===== src/rtl/window_dispatcher.sv =====
// Raster sweep sequencer: issues one start per (x, y) window origin, waits for the
// accelerator's done, and aborts the sweep through a watchdog if done never arrives.
module window_dispatcher #(
  parameter logic [8:0]  XLAST = 9'd63,
  parameter logic [8:0]  YLAST = 9'd63,
  parameter logic [8:0]  STEP  = 9'd1,
  parameter logic [19:0] TMO   = 20'd1000000
) (
  input  logic        clk,
  input  logic        rst,
  input  logic        go,
  input  logic        done,
  output logic        start,
  output logic [8:0]  iX,
  output logic [8:0]  iY,
  output logic        busy,
  output logic        all_done,
  output logic        err,
  output logic [15:0] job_cnt,
  output logic [2:0]  dbg_state
);

  typedef enum logic [2:0] {
    S_IDLE    = 3'd0,
    S_ISSUE   = 3'd1,
    S_WAIT    = 3'd2,
    S_ADVANCE = 3'd3,
    S_FIN     = 3'd4
  } state_t;

  state_t      state_q, state_d;
  logic [8:0]  x_q, x_d, y_q, y_d;
  logic [19:0] wd_q, wd_d;
  logic [15:0] job_cnt_q, job_cnt_d;
  logic        err_q, err_d;
  logic        start_q, start_d;
  logic        busy_q, busy_d;
  logic        all_done_q, all_done_d;
  logic [9:0]  x_sum, y_sum;
  logic        x_over, y_over;

  // Sums are 10 bits wide so an origin near 511 cannot wrap before the compare.
  assign x_sum  = {1'b0, x_q} + {1'b0, STEP};
  assign y_sum  = {1'b0, y_q} + {1'b0, STEP};
  assign x_over = x_sum > {1'b0, XLAST};
  assign y_over = y_sum > {1'b0, YLAST};

  always_comb begin
    state_d    = state_q;
    x_d        = x_q;
    y_d        = y_q;
    wd_d       = wd_q;
    job_cnt_d  = job_cnt_q;
    err_d      = err_q;
    case (state_q)
      S_IDLE: begin
        if (go) begin
          state_d   = S_ISSUE;
          x_d       = 9'd0;
          y_d       = 9'd0;
          job_cnt_d = 16'd0;
          err_d     = 1'b0;
        end
      end
      S_ISSUE: begin
        state_d = S_WAIT;
        wd_d    = 20'd0;
      end
      S_WAIT: begin
        wd_d = wd_q + 20'd1;
        // A done arriving on the timeout cycle still counts as completion.
        if (done) begin
          state_d = S_ADVANCE;
        end else if (wd_q == TMO - 20'd1) begin
          state_d = S_FIN;
          err_d   = 1'b1;
        end
      end
      S_ADVANCE: begin
        if (job_cnt_q != 16'hFFFF) job_cnt_d = job_cnt_q + 16'd1;
        if (x_over && y_over) begin
          state_d = S_FIN;
        end else begin
          state_d = S_ISSUE;
          if (x_over) begin
            x_d = 9'd0;
            y_d = y_sum[8:0];
          end else begin
            x_d = x_sum[8:0];
          end
        end
      end
      S_FIN:   state_d = S_IDLE;
      default: state_d = S_IDLE;
    endcase
    // Outputs are registered from the next state so they line up with it.
    start_d    = (state_d == S_ISSUE);
    busy_d     = (state_d == S_ISSUE) || (state_d == S_WAIT) || (state_d == S_ADVANCE);
    all_done_d = (state_d == S_FIN);
  end

  always_ff @(posedge clk) begin
    if (rst) begin
      state_q    <= S_IDLE;
      x_q        <= 9'd0;
      y_q        <= 9'd0;
      wd_q       <= 20'd0;
      job_cnt_q  <= 16'd0;
      err_q      <= 1'b0;
      start_q    <= 1'b0;
      busy_q     <= 1'b0;
      all_done_q <= 1'b0;
    end else begin
      state_q    <= state_d;
      x_q        <= x_d;
      y_q        <= y_d;
      wd_q       <= wd_d;
      job_cnt_q  <= job_cnt_d;
      err_q      <= err_d;
      start_q    <= start_d;
      busy_q     <= busy_d;
      all_done_q <= all_done_d;
    end
  end

  assign start     = start_q;
  assign iX        = x_q;
  assign iY        = y_q;
  assign busy      = busy_q;
  assign all_done  = all_done_q;
  assign err       = err_q;
  assign job_cnt   = job_cnt_q;
  assign dbg_state = state_q;

endmodule


===== config.mk =====
export PLATFORM = sky130hd
export DESIGN_NAME = window_dispatcher
export DESIGN_NICKNAME = d
export VERILOG_FILES = /design/src/rtl/window_dispatcher.sv
export SDC_FILE = /design/constraint.sdc
export NUM_CORES = 1
export LEC_CHECK = 0
export ABC_AREA = 0
export CAP_MARGIN = 15
export CORE_AREA = 2 2 57 98
export CTS_BUF_LIST = sky130_fd_sc_hd__clkbuf_8
export DETAILED_ROUTE_END_ITERATION = 6
export DIE_AREA = 0 0 59 100
export PLACE_DENSITY = 0.81
export SKIP_CTS_REPAIR_TIMING = 1
export SLEW_MARGIN = 20
export SYNTH_ARGS = -nofsm -noshare
export SYNTH_HDL_FRONTEND = slang
export SYNTH_SLANG_ARGS = --single-unit

===== constraint.sdc =====
create_clock -name clk -period 3 [get_ports clk]
set_input_delay 0.45 -clock clk [delete_from_list [all_inputs] [get_ports clk]]
set_output_delay 0.45 -clock clk [all_outputs]
set_load 0.005 [all_outputs]

==> impl_metrics.json <==
{
  "viasPerCell": 6.02,
  "clk_path_buf_depth": 2,
  "hold_viol": 0,
  "whs_path_depth": 2,
  "worst-slew-pin-transition_ns": 0.680,
  "ys_top_cells_by_count": "dfxtp_1 (61), nor2_1 (37), nand2_1 (28), a21oi_1 (19), nand3_1 (17)",
  "dr.pass1.iters": 4,
  "p_int_uw": 1240,
  "ant_nets": 0,
  "cap_violations": 0,
  "clock_latency_ns": 0.34,
  "core_area_um2": 5170,
  "ys_seq_area_frac": 0.414,
  "skew_ns": 0.0101,
  "leakage_uw": 0.00116,
  "cts.root.buffer_cell": "clkbuf_8",
  "drt-initial-drc-count": 134,
  "synth_top_area_frac": 0.414,
  "pwr-share-seq": 0.511,
  "cp.arrival_ns": 2.61,
  "rows": 35,
  "grt_overflow": 0,
  "synth_area_um2": 2950,
  "setup_violations": 0,
  "drc": 0,
  "antenna_found_initial": 0,
  "p_clk_frac": 0.436,
  "fillers": 420,
  "h-tree-depth": 3,
  "start_kind": "register",
  "grt_util_all_layers": 0.237,
  "fmax_ghz": 0.415,
  "combPwrFrac": 0.053,
  "portBuffers": 44,
  "syn2layout_area_growth_pct": 21.6,
  "dpl.hpwl_mm": 4.65,
  "final_net_count": 394,
  "finalWirelength_mm": 6.52,
  "finalCritPeriodShare": 0.804,
  "power_density_nw_per_um2": 451,
  "wl_per_cell_um": 14.7,
  "syn_inst": 343,
  "period_minus_slack_ns": 2.41,
  "start_util": 0.571,
  "worstRegToRegCells": 6,
  "ys_warn_count": 0,
  "slew_headroom": 0.546,
  "grt_pass1_vias": 2402,
  "ir_worst_vdd_mv": 0.435,
  "layout-drive-gt1-share": 0.0617,
  "critPathKind": "reg2reg",
  "gp_congestion": 0.831,
  "antenna_cells": 0,
  "ys_top_cells_by_area": "dfxtp_1 (41%), xnor2_1 (4.7%), nor2_1 (4.7%), nand2_1 (3.6%), a21oi_1 (3.2%)",
  "synth_nets": 353,
  "die_w_um": 59,
  "postSynthAreaPerCell_um2": 8.61,
  "ys_ff_latch": 61,
  "slew_violations": 0,
  "cts_tree": "done",
  "cts_buffers": 9,
  "grt_pass1_wl_mm": 10.9,
  "synth.most_common_cell": "dfxtp_1",
  "grt_max_degree": 30,
  "yosys_most_used_dff": "dfxtp_1",
  "io_pins": 45,
  "switching_share": 0.231,
  "fin_setup_tns_ns": 0,
  "die_y_um": 100,
  "min_path_type": "reg2reg",
  "clkSlewWorstSetupHoldPaths_ns": 0.06,
  "rsz0062_at_grt": "no",
  "vias": 2672,
  "synth_edf_count": 0,
  "crit_fanout": 8,
  "ys_types": 60,
  "p_switching_uw": 374,
  "power_uw": 1620,
  "hold_ws_ns": 0.472,
  "postSynth.asyncResetShare": 0,
  "synth_largest_area_cell": "dfxtp_1",
  "cts_sinks": 61,
  "required_ns": 3.20,
  "endpoint_kind": "register",
  "die-area_um2": 5900,
  "outcome": "finished, final reports clean"
}
-- flip-flops by register name, summed over array words and instances, names as in the netlist --
name	flops
wd_q	20
job_cnt	16
iX	9
iY	9
dbg_state	3
all_done	1
busy	1
err	1
start	1
-- per-layer routing --
layer,vias up,share of wire,routed length (µm),GRT usage
li1,1354,-,-,-
met1,1259,0.44,2840,0.276
met2,44,0.52,3380,0.402
met3,15,0.025,166,0.0503
met4,0,0.020,133,0.114
met5,-,0,0,0
-- worst max-delay path: stages (launching register included) --
cell       delay (ns)
dfxtp_1          0.36
ha_1             0.23
and2_0           0.20
a2111oi_0        0.57
nor2_1           0.25
a21oi_1          0.50
o21ai_0          0.17
-- area by class of cell --
cell class              count  area, µm²  share of cell area
clock buffers              10        138              0.0384
clock inverters             6       55.1              0.0153
inverters                   8       30.0             0.00837
multi-input cells         259       1630               0.454
flip-flops and latches     61       1220               0.340
well taps                  55       68.8              0.0192
repair buffers             45        448               0.125
-- power groups by stage --
stage / sequential, µW / combinational, µW / clock [µW]
after global placement: 844 / 85.2 / 0
after detailed placement: 845 / 85.7 / 0
after CTS: 827 / 85.8 / 718
after global routing: 828 / 93.5 / 750
final: 827 / 85.3 / 705
after floorplan: 844 / 53.6 / 0
-- final timing paths --
kind	start	endpoint	slack, ns
worst max-delay path	iY[0]	iX[2]	0.59
worst min-delay path	err	err	0.47
worst max register to register	iY[0]	iX[2]	0.59
worst min register to register	err	err	0.47
-- layout by cell type, fill, tap and decap left out, types with 3 or more instances in the layout --
| master | count |
|---|---|
| nor4_1 | 6 |
| or3_1 | 8 |
| nor2_1 | 37 |
| clkbuf_8 | 10 |
| o211ai_1 | 7 |
| nand3b_1 | 3 |
| or4_1 | 6 |
| o22ai_1 | 3 |
| xnor2_1 | 16 |
| dfxtp_1 | 61 |
| nand4_1 | 6 |
| nor3b_1 | 3 |
| a211oi_1 | 5 |
| and2_1 | 9 |
| ha_1 | 6 |
| o311ai_0 | 3 |
| clkdlybuf4s50_1 | 44 |
| and4_1 | 7 |
| o21ai_0 | 10 |
| a21oi_1 | 19 |
| nand3_1 | 17 |
| nor3_1 | 10 |
| and3_1 | 7 |
| inv_1 | 10 |
| nand2_1 | 28 |
-- stage by stage --
| step | std cells | area (µm²) | setup WS (ns) | utilization |
|---|---|---|---|---|
| after floorplan | 343 | 2950 | 0.935 | - |
| after global placement | 428 | 3400 | 0.807 | 0.657 |
| after detailed placement | 428 | 3400 | 0.652 | 0.657 |
| after CTS | 444 | 3590 | 0.632 | 0.694 |
| after global routing | 444 | 3590 | 0.380 | 0.694 |
| final | 444 | 3590 | 0.588 | 0.694 |
-- kinds of logic after synthesis --
kind of cell | synth area share
adder cells (fa/ha/maj) | 0.0254
buffers and inverters | 0.0348
multiplexers | 0.0148
AND/OR/NAND/NOR | 0.306
XOR/XNOR | 0.0475
AO/OA/AOI/OAI | 0.158
flip-flops | 0.414
Power figures use the tool's default switching activity.
